## src/rtl/blc_pkg.sv

```systemverilog
// Shared definitions for the black-level compensation chain:
// estimator state encoding, stage transfer encodings and channel slice helpers.
package blc_pkg;

  // Estimator states; the fourth code is not reachable in normal operation
  typedef enum logic [1:0] {
    ST_ACCUM = 2'd0,
    ST_ROUND = 2'd1,
    ST_HOLD  = 2'd2,
    ST_BAD   = 2'd3
  } blc_state_e;

  // Stage transfer encodings, {remove, insert}, shared with the compensation stages
  localparam logic [1:0] XFER_NONE   = 2'b00;
  localparam logic [1:0] XFER_INSERT = 2'b01;
  localparam logic [1:0] XFER_REMOVE = 2'b10;

  // MSB positions of the packed {R,G,B} word for a given channel width
  function automatic int r_msb(input int dw);
    return 3 * dw - 1;
  endfunction

  function automatic int g_msb(input int dw);
    return 2 * dw - 1;
  endfunction

  function automatic int b_msb(input int dw);
    return dw - 1;
  endfunction

endpackage

```

## src/rtl/blc_chan_acc.sv

```systemverilog
// One colour channel of the black-level estimator: a sum of dark samples that
// cannot overflow for 2^LOG2_SAMPLES full-scale inputs, and a registered
// round-half-up / saturating average of that sum.
module blc_chan_acc #(
  parameter int DATA_WIDTH   = 12,
  parameter int LOG2_SAMPLES = 4
) (
  input  logic                  clock,
  input  logic                  reset,
  input  logic                  add_en,
  input  logic                  acc_clr,
  input  logic                  load_en,
  input  logic                  off_clr,
  input  logic [DATA_WIDTH-1:0] sample,
  output logic [DATA_WIDTH-1:0] offset
);

  localparam int AW = DATA_WIDTH + LOG2_SAMPLES;
  localparam logic [AW:0] HALF = (AW + 1)'(1) << (LOG2_SAMPLES - 1);
  localparam logic [DATA_WIDTH:0] MAX_V = {1'b0, {DATA_WIDTH{1'b1}}};

  logic [AW-1:0]         acc_r;
  logic [DATA_WIDTH-1:0] offset_r;
  logic [AW:0]           sum_s;
  logic [DATA_WIDTH:0]   rnd_s;
  logic [DATA_WIDTH-1:0] offset_s;

  // Running sum of accepted samples; clear wins over a coincident add
  always_ff @(posedge clock or negedge reset) begin
    if (!reset) begin
      acc_r <= '0;
    end else if (acc_clr) begin
      acc_r <= '0;
    end else if (add_en) begin
      acc_r <= acc_r + {{LOG2_SAMPLES{1'b0}}, sample};
    end else begin
      acc_r <= acc_r;
    end
  end

  // Round half up by adding half an LSB of the average, then clamp to full scale
  always_comb begin
    sum_s = {1'b0, acc_r} + HALF;
    rnd_s = sum_s[AW:LOG2_SAMPLES];
    if (rnd_s > MAX_V) begin
      offset_s = {DATA_WIDTH{1'b1}};
    end else begin
      offset_s = rnd_s[DATA_WIDTH-1:0];
    end
  end

  // Published estimate; only reloaded when a new average is ready
  always_ff @(posedge clock or negedge reset) begin
    if (!reset) begin
      offset_r <= '0;
    end else if (off_clr) begin
      offset_r <= '0;
    end else if (load_en) begin
      offset_r <= offset_s;
    end else begin
      offset_r <= offset_r;
    end
  end

  assign offset = offset_r;

endmodule

```

## src/rtl/blc_offset_est.sv

```systemverilog
// Black-level estimator: averages 2^LOG2_SAMPLES dark RGB samples and offers
// the raw (positive) per-channel black level on the stage handshake.
module blc_offset_est
  import blc_pkg::*;
#(
  parameter int DATA_WIDTH   = 12,
  parameter int LOG2_SAMPLES = 4
) (
  input  logic                    clock,
  input  logic                    reset,
  input  logic                    u_i_ready,
  output logic                    i_i_ready,
  input  logic [3*DATA_WIDTH-1:0] data_in,
  input  logic                    clear,
  input  logic                    u_r_ready,
  output logic                    i_r_ready,
  output logic [3*DATA_WIDTH-1:0] offset_out,
  output logic [LOG2_SAMPLES:0]   sample_cnt
);

  localparam int R_MSB = r_msb(DATA_WIDTH);
  localparam int G_MSB = g_msb(DATA_WIDTH);
  localparam int B_MSB = b_msb(DATA_WIDTH);
  localparam int CNT_W = LOG2_SAMPLES + 1;
  localparam logic [CNT_W-1:0] CNT_LAST = CNT_W'((1 << LOG2_SAMPLES) - 1);

  blc_state_e       state_r;
  blc_state_e       fsm_s;
  blc_state_e       state_s;
  logic             i_i_ready_r;
  logic             i_r_ready_r;
  logic [CNT_W-1:0] cnt_r;
  logic             insert_s;
  logic             remove_s;
  logic [1:0]       xfer_s;
  logic             bad_s;
  logic             add_en_s;
  logic             acc_clr_s;
  logic             load_en_s;

  assign insert_s = u_i_ready & i_i_ready_r;
  assign remove_s = i_r_ready_r & u_r_ready;
  assign xfer_s   = {remove_s, insert_s};

  // Next-state decode; clear overrides whatever the handshake would do
  always_comb begin
    fsm_s = ST_ACCUM;
    case (state_r)
      ST_ACCUM: begin
        if ((xfer_s == XFER_INSERT) && (cnt_r == CNT_LAST)) begin
          fsm_s = ST_ROUND;
        end else begin
          fsm_s = ST_ACCUM;
        end
      end
      ST_ROUND: fsm_s = ST_HOLD;
      ST_HOLD: begin
        if (xfer_s == XFER_REMOVE) begin
          fsm_s = ST_ACCUM;
        end else begin
          fsm_s = ST_HOLD;
        end
      end
      default: fsm_s = ST_ACCUM;
    endcase
    if (clear) begin
      state_s = ST_ACCUM;
    end else begin
      state_s = fsm_s;
    end
  end

  // Datapath controls: a cleared cycle discards its sample and its remove
  always_comb begin
    bad_s     = (state_r == ST_BAD);
    add_en_s  = insert_s & ~clear & (state_r == ST_ACCUM);
    acc_clr_s = clear | remove_s | bad_s;
    load_en_s = (state_r == ST_ROUND) & ~clear;
  end

  // State register
  always_ff @(posedge clock or negedge reset) begin
    if (!reset) begin
      state_r <= ST_ACCUM;
    end else begin
      state_r <= state_s;
    end
  end

  // Handshake flags are registered from the next state so they are glitch-free
  always_ff @(posedge clock or negedge reset) begin
    if (!reset) begin
      i_i_ready_r <= 1'b1;
      i_r_ready_r <= 1'b0;
    end else begin
      i_i_ready_r <= (state_s == ST_ACCUM);
      i_r_ready_r <= (state_s == ST_HOLD);
    end
  end

  // Samples accepted toward the current estimate; holds at N until removed
  always_ff @(posedge clock or negedge reset) begin
    if (!reset) begin
      cnt_r <= '0;
    end else if (acc_clr_s) begin
      cnt_r <= '0;
    end else if (add_en_s) begin
      cnt_r <= cnt_r + CNT_W'(1);
    end else begin
      cnt_r <= cnt_r;
    end
  end

  blc_chan_acc #(.DATA_WIDTH(DATA_WIDTH), .LOG2_SAMPLES(LOG2_SAMPLES)) u_acc_r (
    .clock   (clock),
    .reset   (reset),
    .add_en  (add_en_s),
    .acc_clr (acc_clr_s),
    .load_en (load_en_s),
    .off_clr (bad_s),
    .sample  (data_in[R_MSB:G_MSB+1]),
    .offset  (offset_out[R_MSB:G_MSB+1])
  );

  blc_chan_acc #(.DATA_WIDTH(DATA_WIDTH), .LOG2_SAMPLES(LOG2_SAMPLES)) u_acc_g (
    .clock   (clock),
    .reset   (reset),
    .add_en  (add_en_s),
    .acc_clr (acc_clr_s),
    .load_en (load_en_s),
    .off_clr (bad_s),
    .sample  (data_in[G_MSB:B_MSB+1]),
    .offset  (offset_out[G_MSB:B_MSB+1])
  );

  blc_chan_acc #(.DATA_WIDTH(DATA_WIDTH), .LOG2_SAMPLES(LOG2_SAMPLES)) u_acc_b (
    .clock   (clock),
    .reset   (reset),
    .add_en  (add_en_s),
    .acc_clr (acc_clr_s),
    .load_en (load_en_s),
    .off_clr (bad_s),
    .sample  (data_in[B_MSB:0]),
    .offset  (offset_out[B_MSB:0])
  );

  assign i_i_ready  = i_i_ready_r;
  assign i_r_ready  = i_r_ready_r;
  assign sample_cnt = cnt_r;

endmodule

```

## config.mk

```make
export PLATFORM = sky130hd
export DESIGN_NAME = blc_offset_est
export DESIGN_NICKNAME = d
export VERILOG_FILES = /design/src/rtl/blc_pkg.sv /design/src/rtl/blc_chan_acc.sv /design/src/rtl/blc_offset_est.sv
export SDC_FILE = /design/constraint.sdc
export NUM_CORES = 1
export LEC_CHECK = 0
export CAP_MARGIN = 20
export CORE_MARGIN = 3
export CORE_UTILIZATION = 56
export CTS_CLUSTER_DIAMETER = 60
export DETAILED_ROUTE_END_ITERATION = 7
export PLACE_DENSITY = 0.82
export SETUP_SLACK_MARGIN = 0.2
export SLEW_MARGIN = 10
export SYNTH_ARGS = -nofsm -noshare
export SYNTH_HDL_FRONTEND = slang
export SYNTH_SLANG_ARGS = --single-unit
```

## constraint.sdc

```tcl
create_clock -name clock -period 3.1 [get_ports clock]
set_clock_uncertainty 0.05 [all_clocks]
set_input_delay 0.93 -clock clock [delete_from_list [all_inputs] [get_ports clock]]
set_output_delay 0.93 -clock clock [all_outputs]
set_load 0.01 [all_outputs]
```

# Word-level counts from Yosys, hierarchy flattened
# Cells that the tools add are included.
# word_totals
reg_bits	93
latch_bits	0
ram_bits	0
romBits	0
input_bits	41
output_inout_bits	43
wordCells	61
memories	0
# op_classes
add_sub_neg	7
n_mul	0
div	0
n_lt_le_gt_ge	3
eq_ne	7
shifts	0
muxes	21
n_bitwise	8
n_reduce_logical	5
# ops
operator	count
$mux 12	9
$mux 16	6
$add 16x4->17 const B	3
$add 16x12->16	3
$gt 13x12->1 const B	3
$mux 5	2
$eq 2x2->1 const B	4
$pmux 2 s3	1
$add 5x1->5 const B	1
$and 1x1->1	5
$eq 5x4->1 const B	1
$eq 2x1->1 const B	2
$logic_not 2->1	2
$mux 2	2
$reduce_bool 2->1	2
$or 1x1->1	2
$logic_and 1x1->1	1
$mux 1	1
$not 1->1	1

# Logic depth before layout (Yosys ltp)
# depth
ltp_word	7
mapped_depth	8
mapped_depth_nobuf	8

# Hierarchy
# From an unflattened synthesis, not the netlist that was laid out.
# unflattened
cells_unflattened	716
hier_area_um2	6582.6
# modules_own_cells
mod	n_inst	cells_each	area_each_um2
blc_chan_acc	3	221	2029.4
blc_offset_est	1	53	494.2

# Worst setup path after synthesis
# No wires, ideal clock.
# synth_timing
kind	input -> register
startpoint	input port data_in[0]
endpoint	register u_acc_b.acc_r[14]
setup_ns	0.132
arrival_time_ns	2.722
t_required_ns	2.918
slack_ns	0.196
cell_stages	8
path_buffers	0
path_cell_list	ha_1 -> fa_1 -> a211o_1 -> a2111oi_2 -> o221ai_1 -> nand4_1 -> xor2_1 -> nor2_1
# synth_between
elab_chain_len	3
# synth_rtl
item	line_no	text
start, declared	blc_offset_est.sv:13	input logic [3*DATA_WIDTH-1:0] data_in,
$add 16x12->16	blc_chan_acc.sv:35	acc_r <= acc_r + {{LOG2_SAMPLES{1'b0}}, sample};
$mux 16	blc_chan_acc.sv:34	end else if (add_en) begin
$mux 16	blc_chan_acc.sv:32	end else if (acc_clr) begin
end signal, assigned	blc_chan_acc.sv:35	
end signal, assigned	blc_chan_acc.sv:37	acc_r <= acc_r;
end, declared	blc_chan_acc.sv:22	logic [AW-1:0] acc_r;
# Every way passes these cells. The select of a mux whose other input is x is not followed.
# A chain may end at the register's enable or synchronous reset.

# Worst setup path after layout
# layout_timing
startpoint	input port data_in[24]
endpoint	register u_acc_r.acc_r[8]
# layout_between
elab_chain_len	3
# layout_rtl
item	line_no
$add 16x12->16	blc_chan_acc.sv:35
$mux 16	blc_chan_acc.sv:34
$mux 16	blc_chan_acc.sv:32
end signal, assigned	blc_chan_acc.sv:35
end signal, assigned	blc_chan_acc.sv:37
end, declared	blc_chan_acc.sv:22
# Every way passes these cells. The select of a mux whose other input is x is not followed.

==> out/qor.txt <==
Status: finished, final reports clean
Synth-to-Final Area Change: 26.60%
Pwr Density: 430.9 nW/um2
Global-route wire length before repair: 25.10 mm
GRT busiest layer: met2
Net Sw Power: 1.029 mW
Antenna-violating nets left: 0
Crit. Startpoint: data_in[24]
Area contributors post-synth: dfrtp_1 (38%), ha_1 (8.6%), nand2_1 (6.7%)
CTS tree: yes
CTS Sinks: 93
Post-synth top area cell: dfrtp_1
Max-Cap Viols: 0
DRC: 0
Share of layout cells above drive strength 1: 9.799%
Ys async rst share: 100.0%
Setup TNS: 0 ps
Filler cells: 764
Syn Area/Cell: 8.709 um2
Hold Path Stages: 1
Worst Setup EP: u_acc_r.acc_r[8]$_DFFE_PN0P_
Crit path kind: in -> reg
Type of origin of the critical path: input pin
Max rail drop VDD: 0.2136 mV
Num rows: 37
Placed cells: 915
Min-delay src: u_acc_r.offset[1]$_DFFE_PN0P_
H-tree lvl count: 3
Num ports: 84
Crit share post-route: 91.38%
Most common cell after layout, fill and taps aside: nand2_1
Clock root buffer: clkbuf_8
Syn Inst Count: 687
Hold_buf cts: 0
Fin nets: 876
GR Util met1: 38.50%
Sw Share: 31.54%
Ant diodes: 0
Ys Warns: 0
Average vias per placed instance: 5.962
Full die area: 11960 um2
Hold Fails Final Rpt: 0
Worst-Skew Late Latency: 360 ps
Clk network pwr share: 27.7%
Crit path time final: 2833 ps
GR Util All Layers: 26.21%
Port buffer count: 83
Sequential area share after synthesis: 38.92%
Final setup fails: 0
Seq pwr share: 43.1%
Slew headroom: 43.87%
Routing usage on met2: 40.06%
FF-to-FF path depth: 8
Largest net degree at the start of global routing: 44
Die W: 109.4 um
Core area: 10370 um2
Synthesized flop and latch total: 93
Top cell type's share of synthesized area: 38.48%
CTS buffer count: 9
Final WL: 15.21 mm
Crit path max fanout: 3
Initial Util: 57.70%
Data required, critical path: 3300 ps
GR Overflow Total: 0
Pins Over Slew Limit: 0
Comb power frac: 29.1%
RSZ-0062 raised after global routing: yes
Routability congestion estimate: 0.8894
Crit end category: flip-flop
Initial antenna violation count: 0
Post-DP HPWL: 11.07 mm
Internal power: 2.234 mW
Critical path data arrival time: 3030 ps
Primary FF master, synth: dfrtp_1
Yosys cell types: 51
Leakage: 3.428 nW
Pre-antenna DRT Iters: 5
Worst hold path type: reg -> reg
Fmax: 0.3530 GHz
Vias in the first global route: 5316
CTS max path bufs: 2
Final Total Pwr: 3.264 mW
Syn Nets: 772
Most frequent cells in the layout: nand2_1 (107), dfrtp_1 (92), clkdlybuf4s50_1 (80)
Vias: 5557
Met3 Resource Use GR: 3.288%
Reg clk slew, reported paths: 90 ps
Post-synthesis cell area: 5983 um2
R2r startpoint: u_acc_b.acc_r[0]$_DFFE_PN0P_
Number of flops mapped to enable cells by yosys: 0
Hold WS: 432.6 ps
Slew @ Worst Pin: 838.8 ps
R2R setup slack: 680 ps
Worst R2R End: u_acc_b.acc_r[10]$_DFFE_PN0P_
Iter 0 DRT Violations: 343
Die Ht: 109.4 um
Finished Layout Cells: 932
Final core utilization: 73.05%
WL per Instance: 16.32 um
==> sequential cells by signal (all words and copies together) (netlist names) <==
| name | flops |
|---|---|
| i_i_ready | 1 |
| i_r_ready | 1 |
| sample_cnt | 5 |
| state_r | 2 |
| u_acc_b.acc_r | 16 |
| u_acc_b.offset | 12 |
| u_acc_g.acc_r | 16 |
| u_acc_g.offset | 12 |
| u_acc_r.acc_r | 16 |
| u_acc_r.offset | 12 |
==> logic make-up (layout without fill, tap and decap cells) <==
group                    Yosys count  after routing  share of synthesized area, %
AO/OA/AOI/OAI                    197            197                         20.41
buffers and inverters             41            150                         2.593
AND/OR/NAND/NOR                  251            251                         19.34
flip-flops                        93             93                         38.92
adder cells (fa/ha/maj)           44             44                         9.578
multiplexers                      10             10                         1.694
XOR/XNOR                          51             51                         7.466
==> worst min-delay path by stage <==
stage	endpoint
global placement	u_acc_b.offset[1]$_DFFE_PN0P_
detailed placement	u_acc_r.offset[1]$_DFFE_PN0P_
floorplan	u_acc_b.acc_r[0]$_DFFE_PN0P_
CTS	u_acc_r.offset[1]$_DFFE_PN0P_
finish	u_acc_r.offset[1]$_DFFE_PN0P_
global route	u_acc_g.offset[3]$_DFFE_PN0P_
==> Yosys cell counts (all sizes together), types with 14 or more instances <==
| cell type | n |
|---|---|
| a21o | 27 |
| a21oi | 73 |
| clkbuf | 24 |
| dfrtp | 92 |
| ha | 41 |
| inv | 14 |
| nand2 | 107 |
| nand3 | 36 |
| nor2 | 40 |
| nor3 | 15 |
| o21ai | 42 |
| xnor2 | 33 |
| xor2 | 18 |
==> power groups by stage <==
stage | Sequential (mW) | Clock, mW | Combinational, mW
after floorplan | 1.39 | 0 | 0.574
after global placement | 1.42 | 0 | 0.851
after detailed placement | 1.42 | 0 | 0.889
after CTS | 1.40 | 0.921 | 0.904
after global routing | 1.42 | 0.966 | 1.06
final | 1.41 | 0.904 | 0.951
==> area by class of cell <==
type | instances | area, um2 | share of cell area [%]
clock buffer | 13 | 148.9 | 1.966
clock inverter | 3 | 68.82 | 0.9085
inverter | 14 | 52.55 | 0.6938
multi-input combinational | 553 | 3665 | 48.38
sequential | 93 | 2328 | 30.74
tap | 136 | 170.2 | 2.246
timing repair buffer | 120 | 1141 | 15.06
==> per-layer routing <==
layer	vias to the layer above	share of wire, %	routed length, um
met5	-	0	0
met4	0	2.2	334
met3	30	5.5	831
met2	183	46	6979
met1	2663	46	7060
li1	2681	-	-
==> metrics by stage <==
stage | instance area [um2] | setup slack (ps)
6_report | 7575 | 267.2
5_1_grt | 7575 | 144.4
4_1_cts | 7438 | 200.5
3_5_place_dp | 7208 | -315.0
3_3_place_gp | 7208 | -269.3
2_1_floorplan | 5996 | 236.1
==> worst max-delay path: stages <==
cell,delay [ps]
clkdlybuf4s50_1,410
ha_1,230
fa_1,410
a211oi_2,210
buf_4,150
o21bai_1,90
a21oi_2,190
o21ai_0,140
mux2i_1,180
nand2_1,80
==> repair_timing <==
action / in CTS / in global routing
setup endpoints to repair: 4 / 19
buffers inserted: 0 / 1
gates resized for setup: 7 / 19
pin swaps: 10 / 5
No activity file was read; power rests on OpenSTA's default activity.
==> variant (config.mk and constraints unchanged) <==
`DATA_WIDTH` is set to 12 in 2 places; all go to 16.
--- a/src/rtl/blc_chan_acc.sv
+++ b/src/rtl/blc_chan_acc.sv
@@ -2,7 +2,7 @@
 // cannot overflow for 2^LOG2_SAMPLES full-scale inputs, and a registered
 // round-half-up / saturating average of that sum.
 module blc_chan_acc #(
-  parameter int DATA_WIDTH   = 12,
+  parameter int DATA_WIDTH   = 16,
   parameter int LOG2_SAMPLES = 4
 ) (
   input  logic                  clock,
--- a/src/rtl/blc_offset_est.sv
+++ b/src/rtl/blc_offset_est.sv
@@ -3,7 +3,7 @@
 module blc_offset_est
   import blc_pkg::*;
 #(
-  parameter int DATA_WIDTH   = 12,
+  parameter int DATA_WIDTH   = 16,
   parameter int LOG2_SAMPLES = 4
 ) (
   input  logic                    clock,
Ports: changed (resized data_in and offset_out); port bits go from 84 to 108. The function was not compared with the original's and may differ.
==> variant against the original RTL <==
Sequential cell count rose by 24; global-route usage is 1.9 points higher; worst setup slack worse by 100 ps; wire length up 44%; cell area grew 37%; critical path type unchanged; critical endpoint is now u_acc_b.acc_r[16]$_DFFE_PN0P_; power up 64%; area after synthesis increased by 28%; non-clock buffer count is 69 higher; first-iteration DRC count increased by 130%; synthesized cell count up 28%; via count rose by 33%; count of clock-buffer cells in the layout up 11.
==> variant: results (changes against the original RTL) <==
Worst setup path
  • Worst EP arrival: 3220 ps (was 3030 ps)
  • Worst Setup SP: data_in[7] (was data_in[24])
  • Worst r2r src: u_acc_b.acc_r[1]$_DFFE_PN0P_ (was u_acc_b.acc_r[0]$_DFFE_PN0P_)
  • Worst reg2reg setup slack: 610 ps (was 680 ps)
  • Delay-heaviest family, CP: compound AO/OA/AOI/OAI gates (was adder cells)

Synthesis
  • Area contributors post-synth: dfrtp_1 38%, ha_1 8.6%, a21oi_1 6.2% (was dfrtp_1 38%, ha_1 8.6%, nand2_1 6.7%)
  • Mapped Cells: 876 (was 687)
  • Complex-gate fraction of the synthesized area: 22.3% (was 20.4%)

Run status
  • Status: finished, final reports clean (unchanged)

Finish
  • Share of post-route cells with drive strength above 1: 16.5% (was 9.80%)
  • Biggest regs: u_acc_b.acc_r x20, u_acc_g.acc_r x20, u_acc_r.acc_r x20 (was u_acc_b.acc_r x16, u_acc_g.acc_r x16, u_acc_r.acc_r x16)
  • ClkCell Share: 5.83% (was 2.87%)
  • Plain + repair buffers: 189 (was 120)
  • CLK BUF: 24 (was 13)
  • Multi-input gates: 703 (was 553)

Placed design
  • Post-DP HPWL: 14.3 mm (was 11.1 mm)
  • IO Port Bufs: 107 (was 83)

Detailed routing
  • Wire per inst: 17.7 um (was 16.3 um)
  • DRT iter0 DRCs: 772 (was 343)
  • Drt total wl: 21.9 mm (was 15.2 mm)

Power and ir drop
  • Lkg Pwr: 4.68 nW (was 3.43 nW)
  • Worst VDD drop: 0.307 mV (was 0.214 mV)

STA
  • Slew @ Worst Pin: 718 ps (was 839 ps)
  • Hold_ws: 424 ps (was 433 ps)

Clocking
  • Clock insertion delay at the later pin of the skew report: 410 ps (was 360 ps)
  • Cts bufs inserted: 17 (was 9)

Global route
  • Grt met1 use: 36.5% (was 38.5%)
  • Met2 global-route usage: 46.1% (was 40.1%)
  • Met3 GRT Util: 5.54% (was 3.29%)
[variant: where the power goes]
group / internal (mW) / leakage [nW] / total, mW / switching, mW
clock network: 1.30 / 0.298 / 1.99 / 0.689
registers: 1.65 / 1.49 / 1.85 / 0.198
logic: 0.750 / 2.89 / 1.50 / 0.754
total: 3.71 / 4.68 / 5.35 / 1.64
[variant: kinds of logic after synthesis]
logic type / Yosys count
compound gates: 273
xor+xnor: 71
mux: 7
buf+inv: 56
flops: 117
fa+ha+maj: 56
simple gates: 296
[variant: through the flow]
stage | power, mW | setup TNS (ps)
after floorplan | 2.63 | 0
after global placement | 3.15 | -3650
after detailed placement | 3.19 | -5210
after CTS | 5.22 | 0
after global routing | 5.59 | 0
final | 5.35 | 0
[variant: what timing repair did]
action / CTS / global route
pin swaps: 10 / 16
setup endpoints to repair: 12 / 28
setup buffers: 4 / 3
gates resized for setup: 19 / 47
[variant: metal layers]
metal	up-vias	share of wire, %
met2	305	49
met3	70	7.1
met1	3531	41
met5	-	0
li1	3501	-
met4	0	3.4
